<file path="src/rtl/t06_lcd_cmd_sequencer.sv">
// t06_lcd_cmd_sequencer
//   Responder for the game-control handshake. An init_cycle request streams the
//   panel power-up sequence; an en_update request repaints one CELL x CELL grid
//   cell with a solid RGB565 colour. Bytes go out on an 8080-style write-only bus,
//   two cycles per byte (SETUP: wrx low, HOLD: wrx high).
// Ports
//   clk, nrst                 clock, async active-low reset
//   init_cycle, en_update     level requests, sampled only in IDLE (init wins)
//   sync_reset                synchronous abort back to IDLE, no cmd_done
//   cell_x, cell_y, color     update target, latched when an update starts
//   cmd_done                  one-cycle completion pulse
//   busy                      high from the cycle after start through cmd_done
//   lcd_csx/dcx/wrx/rdx/data  panel bus (rdx tied high)
module t06_lcd_cmd_sequencer #(
  parameter int CELL      = 10,
  parameter int COORD_W   = 5,
  parameter int DELAY_CYC = 1200000
) (
  input  logic               clk,
  input  logic               nrst,
  input  logic               init_cycle,
  input  logic               en_update,
  input  logic               sync_reset,
  input  logic [COORD_W-1:0] cell_x,
  input  logic [COORD_W-1:0] cell_y,
  input  logic [15:0]        color,
  output logic               cmd_done,
  output logic               busy,
  output logic               lcd_csx,
  output logic               lcd_dcx,
  output logic               lcd_wrx,
  output logic               lcd_rdx,
  output logic [7:0]         lcd_data
);
  localparam int NPB = 2 * CELL * CELL;                       // pixel bytes per cell
  localparam int PW  = (NPB > 1) ? $clog2(NPB) : 1;
  localparam int DW  = (DELAY_CYC > 1) ? $clog2(DELAY_CYC) : 1;

  typedef enum logic [2:0] {IDLE, INIT, DLY, WIN, PIX, DONE} state_t;

  state_t             state, ns;
  logic               ph, nph;                                // 0 = SETUP, 1 = HOLD
  logic [3:0]         idx, nidx;                              // byte index in INIT/WIN
  logic [DW-1:0]      dcnt, ndcnt;
  logic [PW-1:0]      pcnt, npcnt;
  logic [COORD_W-1:0] cx_q, cy_q, cx_n, cy_n;
  logic [15:0]        col_q, col_n;
  logic               start_upd;
  logic [15:0]        xs, xe, ys, ye;
  logic [8:0]         byte_n;                                 // {dcx, data}
  logic               csx_d, wrx_d, dcx_d, busy_d, done_d;
  logic [7:0]         data_d;

  assign lcd_rdx = 1'b1;

  // Next-state / counters
  always_comb begin
    ns        = state;
    nph       = ph;
    nidx      = idx;
    ndcnt     = dcnt;
    npcnt     = pcnt;
    start_upd = 1'b0;
    if (sync_reset) begin
      ns    = IDLE;
      nph   = 1'b0;
      nidx  = '0;
      ndcnt = '0;
      npcnt = '0;
    end else begin
      case (state)
        IDLE: begin
          nph   = 1'b0;
          nidx  = '0;
          ndcnt = '0;
          npcnt = '0;
          if (init_cycle)     ns = INIT;
          else if (en_update) begin
            ns        = WIN;
            start_upd = 1'b1;
          end
        end
        INIT: begin
          if (!ph) nph = 1'b1;
          else begin
            nph = 1'b0;
            if (idx == 4'd6)      ns = DONE;
            else if (idx <= 4'd1) begin                       // SWRESET / SLPOUT need a wait
              ns    = DLY;
              ndcnt = '0;
            end else nidx = idx + 4'd1;
          end
        end
        DLY: begin
          if (dcnt == DW'(DELAY_CYC - 1)) begin
            ns   = INIT;
            nidx = idx + 4'd1;
          end else ndcnt = dcnt + 1'b1;
        end
        WIN: begin
          if (!ph) nph = 1'b1;
          else begin
            nph = 1'b0;
            if (idx == 4'd10) begin
              ns    = PIX;
              npcnt = '0;
            end else nidx = idx + 4'd1;
          end
        end
        PIX: begin
          if (!ph) nph = 1'b1;
          else begin
            nph = 1'b0;
            if (pcnt == PW'(NPB - 1)) ns = DONE;
            else npcnt = pcnt + 1'b1;
          end
        end
        DONE:    ns = IDLE;
        default: ns = IDLE;
      endcase
    end
  end

  // Target values visible in the same cycle the update starts, so the first
  // window byte can be registered from the live inputs.
  assign cx_n  = start_upd ? cell_x : cx_q;
  assign cy_n  = start_upd ? cell_y : cy_q;
  assign col_n = start_upd ? color  : col_q;
  assign xs    = 16'(cx_n) * 16'(CELL);
  assign xe    = xs + 16'(CELL - 1);
  assign ys    = 16'(cy_n) * 16'(CELL);
  assign ye    = ys + 16'(CELL - 1);

  // Byte that the next cycle drives; DLY and DONE keep the last byte on the bus.
  always_comb begin
    byte_n = {lcd_dcx, lcd_data};
    case (ns)
      INIT: begin
        case (nidx)
          4'd0:    byte_n = 9'h001;
          4'd1:    byte_n = 9'h011;
          4'd2:    byte_n = 9'h03A;
          4'd3:    byte_n = 9'h155;
          4'd4:    byte_n = 9'h036;
          4'd5:    byte_n = 9'h148;
          default: byte_n = 9'h029;
        endcase
      end
      WIN: begin
        case (nidx)
          4'd0:    byte_n = 9'h02A;
          4'd1:    byte_n = {1'b1, xs[15:8]};
          4'd2:    byte_n = {1'b1, xs[7:0]};
          4'd3:    byte_n = {1'b1, xe[15:8]};
          4'd4:    byte_n = {1'b1, xe[7:0]};
          4'd5:    byte_n = 9'h02B;
          4'd6:    byte_n = {1'b1, ys[15:8]};
          4'd7:    byte_n = {1'b1, ys[7:0]};
          4'd8:    byte_n = {1'b1, ye[15:8]};
          4'd9:    byte_n = {1'b1, ye[7:0]};
          default: byte_n = 9'h02C;
        endcase
      end
      PIX:     byte_n = {1'b1, npcnt[0] ? col_n[7:0] : col_n[15:8]};
      default: byte_n = {lcd_dcx, lcd_data};
    endcase
  end

  // Output values for the next cycle, derived from the next state
  always_comb begin
    csx_d  = !(ns inside {INIT, DLY, WIN, PIX});
    wrx_d  = !((ns inside {INIT, WIN, PIX}) && !nph);
    busy_d = (ns != IDLE);
    done_d = (ns == DONE);
    {dcx_d, data_d} = (ns == IDLE) ? 9'h100 : byte_n;
  end

  always_ff @(posedge clk or negedge nrst) begin
    if (!nrst) begin
      state    <= IDLE;
      ph       <= 1'b0;
      idx      <= '0;
      dcnt     <= '0;
      pcnt     <= '0;
      cx_q     <= '0;
      cy_q     <= '0;
      col_q    <= '0;
      lcd_csx  <= 1'b1;
      lcd_wrx  <= 1'b1;
      lcd_dcx  <= 1'b1;
      lcd_data <= 8'h00;
      cmd_done <= 1'b0;
      busy     <= 1'b0;
    end else begin
      state    <= ns;
      ph       <= nph;
      idx      <= nidx;
      dcnt     <= ndcnt;
      pcnt     <= npcnt;
      cx_q     <= cx_n;
      cy_q     <= cy_n;
      col_q    <= col_n;
      lcd_csx  <= csx_d;
      lcd_wrx  <= wrx_d;
      lcd_dcx  <= dcx_d;
      lcd_data <= data_d;
      cmd_done <= done_d;
      busy     <= busy_d;
    end
  end
endmodule

</file>
<file path="config.mk">
export PLATFORM = sky130hd
export DESIGN_NAME = t06_lcd_cmd_sequencer
export DESIGN_NICKNAME = d
export VERILOG_FILES = /design/src/rtl/t06_lcd_cmd_sequencer.sv
export SDC_FILE = /design/constraint.sdc
export NUM_CORES = 1
export LEC_CHECK = 0
export ABC_AREA = 1
export BUFFER_PORTS_ARGS = -buffer_cell sky130_fd_sc_hd__buf_2
export CORE_MARGIN = 1.5
export CORE_UTILIZATION = 35
export DETAILED_ROUTE_END_ITERATION = 6
export GPL_ROUTABILITY_DRIVEN = 1
export HOLD_SLACK_MARGIN = 0.12
export SYNTH_ARGS = -nofsm -noshare
export SYNTH_HDL_FRONTEND = slang
export SYNTH_SLANG_ARGS = --single-unit
export TNS_END_PERCENT = 5
</file>
<file path="constraint.sdc">
create_clock -name clk -period 4.5 [get_ports clk]
set_clock_uncertainty 0.05 [all_clocks]
set_input_delay 0.45 -clock clk [delete_from_list [all_inputs] [get_ports clk]]
set_output_delay 0.45 -clock clk [all_outputs]
set_load 0.01 [all_outputs]
</file>
# ---- After elaboration in Yosys (flattened, before gate mapping)
# Index checks and enable logic that the tools add are counted.
dict set report totals {
  inputBits 31
  ff_bits 76
  elab_cells 116
  output_inout_bits 14
}
dict set report op_classes {
  n_eq_ne 30
  order_cmp 1
  add_sub_neg 5
  mux 47
  reduce_logical 16
  multipliers 2
}
# operator count
set ops {}
lappend ops {{21-bit two-way mux} 5}
lappend ops {{9-bit one-hot mux with 10 select lines} 1}
lappend ops {{21-bit one-hot mux with 3 select lines} 1}
lappend ops {{9-bit one-hot mux with 6 select lines} 1}
lappend ops {{8-bit two-way mux} 6}
lappend ops {{3-bit two-way mux} 11}
lappend ops {{4-bit two-way mux} 7}
lappend ops {{9-bit one-hot mux with 3 select lines} 1}
lappend ops {{3-bit != test, second input constant} 8}
lappend ops {{8-bit one-hot mux with 3 select lines} 1}
lappend ops {{21-bit by 1-bit adder with 21-bit output, second input constant} 1}
lappend ops {{21-bit equality test, second input constant} 1}
lappend ops {{9-bit by 4-bit adder with 10-bit output, second input constant} 2}
lappend ops {{4-bit by 3-bit equality test with 1-bit output, second input constant} 5}
lappend ops {{5-bit by 3-bit multiplier with 8-bit output, second input constant} 2}
lappend ops {{16-bit two-way mux} 1}
lappend ops {{4-bit one-hot mux with 4 select lines} 1}
lappend ops {{4-bit nonzero test} 4}
lappend ops {{3-bit one-hot mux with 5 select lines} 1}
lappend ops {{3-bit by 2-bit equality test with 1-bit output, second input constant} 4}
lappend ops {{4-bit equality test, second input constant} 3}
lappend ops {{5-bit two-way mux} 2}
lappend ops {{5-bit AND reduction} 2}
lappend ops {{3-bit equality test, second input constant} 3}
lappend ops {{other kinds (16)} 27}

# ---- Depth between registers and ports, before layout
dict set report logic_depth {
  ltp_word 10
  ltp_mapped 25
  depth_no_buf 24
}

# ---- Least setup slack after synthesis
# No wires, ideal clock.
dict set report synth_path {
  kind {input-to-reg}
  startpoint {input port sync_reset}
  endpoint {register lcd_data[7]}
  stages 19
  n_path_buf 4
  setup_ns 0.127
  t_required_ns 4.323
  setup_slack_ns 0.914
  arrival_ns 3.410
  cell_sequence {buf_6 > nor3_4 > nand2_4 > buf_6 > buf_6 > buf_2 > mux2_2 > ha_1 > ha_1 > fa_1 > nand2_1 > inv_1 > nor2_1 > nand3_1 > xor2_1 > nand2_1 > o2111ai_1 > nand2_1 > nand3b_1}
}
dict set report synth_via {
  elab_chain_len 7
  word_cells_on_any_way 30
  classes_between {add/sub: 2; mul: 2; eq/ne: 12; mux: 11; reduce/logical: 3}
}
# element line_no
set synth_rtl {}
lappend synth_rtl {{start: declaration} 23} ;# input logic sync_reset,
lappend synth_rtl {{1-bit two-way mux} 64} ;# if (sync_reset) begin
lappend synth_rtl {{5-bit two-way mux, on equally long branches} {127, 126}}
lappend synth_rtl {{5-bit by 3-bit multiplier with 8-bit output, on equally long branches} {131, 129}}
lappend synth_rtl {{9-bit by 4-bit adder with 10-bit output, on equally long branches} {132, 130}}
lappend synth_rtl {{9-bit one-hot mux with 10 select lines} 150} ;# case (nidx)
lappend synth_rtl {{9-bit one-hot mux with 3 select lines} 137} ;# case (ns)
lappend synth_rtl {{9-bit two-way mux} 175} ;# {dcx_d, data_d} = (ns == IDLE) ? 9'h100 : byte_n;
lappend synth_rtl {{end signal: assignment} 206} ;# lcd_data <= data_d;
lappend synth_rtl {{end: declaration} 33} ;# output logic [7:0] lcd_data
# Parallel ways exist; a longest one is shown, timed or not.
# A chain may end at the register's enable or synchronous reset.

# ---- Final worst setup path
dict set report layout_path {
  startpoint {register state[2]}
  endpoint {register lcd_data[7]}
}
dict set report layout_via {
  elab_chain_len 9
  word_cells_on_any_way 49
  classes_between {add/sub: 2; mul: 2; eq/ne: 16; mux: 25; reduce/logical: 4}
}
# element line_no
set layout_rtl {}
lappend layout_rtl {{start: declaration} 41} ;# state_t state, ns;
lappend layout_rtl {{start signal: assignment} 195} ;# state <= ns;
lappend layout_rtl {{3-bit zero test (*)} 71} ;# case (state)
lappend layout_rtl {{1-bit two-way mux (*)} 71}
lappend layout_rtl {{1-bit two-way mux (*)} 64}
lappend layout_rtl {{5-bit two-way mux (*)} 127} ;# assign cy_n = start_upd ? cell_y : cy_q;
lappend layout_rtl {{net cy_n[1]} 46} ;# logic [COORD_W-1:0] cx_q, cy_q, cx_n, cy_n;
lappend layout_rtl {{5-bit by 3-bit multiplier with 8-bit output (*)} 131} ;# assign ys = 16'(cy_n) * 16'(CELL);
lappend layout_rtl {{9-bit by 4-bit adder with 10-bit output} 132} ;# assign ye = ys + 16'(CELL - 1);
lappend layout_rtl {{9-bit one-hot mux with 10 select lines (*)} 150}
lappend layout_rtl {{9-bit one-hot mux with 3 select lines (*)} 137}
lappend layout_rtl {{9-bit two-way mux (*)} 175}
# Mark *: on every way through the listed nets, which the timed path passes. The rest lies on a longest branch.

==> results by group <==
GRT
  – Initial antenna violation count: 0
  – Grt ovf: 0
  – First-pass GRT wire length: 21.9 mm
  – Vias in the first global route: 4397
  – Largest net degree at the start of global routing: 52
  – Tot GR Track Use: 0.173

Cells and area
  – Layout area overhead: 12.3%
  – N_diodes: 0
  – Multi-input logic area: 2980 um2
  – Layout Cells excl Fill: 950
  – Fin nets: 809
  – Share of layout cells above drive strength 1: 0.198
  – Layout fillers: 1486
  – FF/Latch Area: 1910 um2
  – Final design utilization: 0.407

Routing
  – DRC: 0
  – Initial drt markers: 296
  – Routed via count: 4655
  – Vias/cell: 4.90
  – Antenna-violating nets left: 0
  – Final WL: 13.1 mm
  – DR WL/cell: 13.8 um
  – 1st-pass router iterations: 5

Worst setup path
  – Max stage delay on crit path: 690 ps
  – Slowest CP cell: dfrtp_1
  – CP startpoint: state[2]$_DFF_PN0_
  – Critical Path End: lcd_data[7]$_DFFE_PN0P_
  – Reg2Reg Depth: 15
  – CP startpoint kind: flip-flop
  – Capturing point of the worst reg2reg path: lcd_data[7]$_DFFE_PN0P_
  – Worst EP arrival: 3750 ps
  – Worst-path maximum fanout: 18
  – Worst endpoint required time: 4680 ps
  – CP cell instances: nor2_4, nand2_4, mux2_2, ha_1, ha_1, fa_1, nand2_1, inv_1, nor2_1, nand3_1, xor2_1, nand2_1, o2111ai_1, nand2_1, nand3b_1
  – Worst Path Class, Setup: flip-flop to flip-flop
  – Worst R2R Setup Slack: 930 ps
  – Worst setup EP type: flip-flop
  – Most used cell, CP: nand2_1
  – Reg-to-reg critical path startpoint: state[2]$_DFF_PN0_

Synthesis
  – Post-synthesis share of cell area spent on xor and xnor gates: 0.0160
  – Cell variety after synth: 57
  – Yosys Warn Count: 0
  – Post-Synth Adder-Cell Area: 0.0427
  – Cell count after synthesis: 714
  – Ys flop type: dfrtp_1
  – Async SR Flop Fraction: 1.00
  – Synth Area per Inst: 7.47 um2
  – Largest family of logic cells by synthesized area: simple AND/OR/NAND/NOR gates
  – Sequential fraction of the synthesis area: 0.357
  – Syn_nets: 762
  – Post-synth top area cell: dfrtp_1
  – Synth top area cells: dfrtp_1 (34%), nand2_1 (13%), nor2_1 (6.0%)
  – Synthesized cell area: 5330 um2
  – Compound-Gate Fraction of Synth Area: 0.115
  – Seq cells post-synth: 76
  – Post-synthesis simple-gate area fraction: 0.356
  – Number of flops mapped to enable cells by yosys: 0
  – Post-synthesis mux area share: 0.0275
  – Share of the synthesized area in the top cell type: 0.343

Placement
  – Port bufs: 43
  – Final HPWL DP: 9.78 mm
  – DP Cell Count: 933
  – Gpl congestion: 0.875

STA
  – Tmin final: 3570 ps
  – Max Clk Rate: 0.280 GHz
  – Final Max Tran Viols: 0
  – Rel. slew slack: 0.548
  – Final Setup Violations: 0
  – TNS Setup: 0 ps
  – Hold slack: 297 ps
  – Fin. Hold Viols: 0
  – RSZ-0062 raised after global routing: false
  – Worst slew pin tran: 677 ps
  – Final period util: 0.794

Power and ir drop
  – Maximum vdd ir drop: 0.000274 V
  – Leak pwr: 2.98 nW
  – Pwr dens: 455 nW/um2

Die
  – Initial core utilization: 0.363
  – Io pins: 45
  – Die Area: 16000 um2
  – Die height: 126 um
  – Core area: 14700 um2
  – Row cnt: 44
  – Die Wd: 126 um

Clocking
  – TritonCTS buffer count: 9
  – Setup Buffers After CTS: 0
  – Clock latency on the worst-skew pair: 360 ps
  – CTS tree: built
  – CTS clk-pin slew, worst paths: 60 ps
  – CTS max path bufs: 2
  – Sink Count: 76
  – Clock root cell: clkbuf_16
  – Htree depth: 3
  – Resized Gates After CTS: 0
  – Post-CTS Hold Fix Bufs: 1

Job
  – Max cap viols: 0

Status
  – Outcome: completed

Worst hold path
  – Hold Path Class: input port to flip-flop
worst max-delay path: cells and delay by family (launching register included):
family                     cells  cell delay, ps
adders and majority gates      3             940
buffers and inverters          1              40
xor gates and xnor gates       1             170
and+or+nand+nor                8            1010
AOI/OAI and AO/OA              1             140
muxes                          1             410
DFF                            1             690
synth_stat cells, types with 13 or more instances:
master / number
nand2_1: 180
nor2_1: 85
inv_1: 74
dfrtp_1: 73
nand3_1: 47
a21oi_1: 40
o21ai_0: 19
inv_2: 18
ha_1: 15
nand4_1: 14
nor3_1: 14
mux2_2: 13
o21ai_1: 13
cells by family (layout without fill, tap and decap cells):
kind of cell             after synthesis  after routing
AO/OA/AOI/OAI                        100            100
XOR/XNOR                               8              8
adder cells (fa/ha/maj)               17             17
buffers and inverters                105            157
flip-flops                            76             76
multiplexers                          13             13
other                                  1              1
AND/OR/NAND/NOR                      394            394
layer usage:
| layer | track usage | part of all wire | vias up |
|---|---|---|---|
| met5 | 0 | 0 | - |
| met4 | 0.0507 | 0.013 | 0 |
| met3 | 0.0346 | 0.033 | 13 |
| met2 | 0.266 | 0.45 | 73 |
| met1 | 0.246 | 0.51 | 2153 |
| li1 | - | - | 2416 |
stage by stage:
stage / worst slack, ps / power, mW / area (um2)
2_1_floorplan: 914 / 1.79 / 5330
3_3_place_gp: 972 / 2.04 / 5710
3_5_place_dp: 879 / 2.04 / 5710
4_1_cts: 944 / 2.74 / 5990
5_1_grt: 694 / 2.93 / 5990
6_report: 928 / 2.72 / 5990
worst min-delay path by stage:
stage,startpoint,end,slack (ps),cells past startpoint
after floorplan,nrst,busy$_DFF_PN0_,100,0
after global placement,nrst,dcnt[1]$_DFFE_PN0P_,350,1
after detailed placement,nrst,dcnt[1]$_DFFE_PN0P_,350,1
after CTS,color[9],col_q[9]$_DFF_PN0_,290,2
after global routing,color[7],col_q[7]$_DFF_PN0_,300,2
final,color[9],col_q[9]$_DFF_PN0_,300,2
where the power goes:
part	leakage, nW	internal (mW)	switching (mW)
combinational	1.85	0.429	0.727
clock	0.129	0.372	0.302
sequential	0.995	0.829	0.0644
cell usage in the layout (no fill, tap or decap), types with 4 or more instances in the layout:
cell	netlist	layout
nand2_4	4	4
clkbuf_16	0	9
buf_4	1	5
xor2_1	4	4
nand2_2	11	11
nor2_4	10	10
a31oi_1	4	4
nor2_2	7	7
o21ai_1	13	13
a21oi_1	40	40
nand4_1	14	14
dfrtp_1	73	73
mux2_2	13	13
inv_2	18	18
buf_2	3	42
nor2_1	85	85
nand3_1	47	47
nor3_1	14	14
nand2_1	180	180
inv_1	74	74
o21ai_0	19	19
nand3_2	6	6
ha_1	15	15
area by class of cell:
class,count,area share
clock inverter,5,0.00522
timing repair buffer,48,0.0431
tap,184,0.0385
multi-input combinational,533,0.497
inverter,93,0.0591
clock buffer,11,0.0389
sequential,76,0.318
registers in the layout, summed over array words and instances, names as in the netlist, 3 cells and up:
signal,cells
cy_q,5
state,3
cx_q,5
lcd_data,8
col_q,16
dcnt,21
pcnt,8
idx,4
Power figures use the tool's default switching activity.
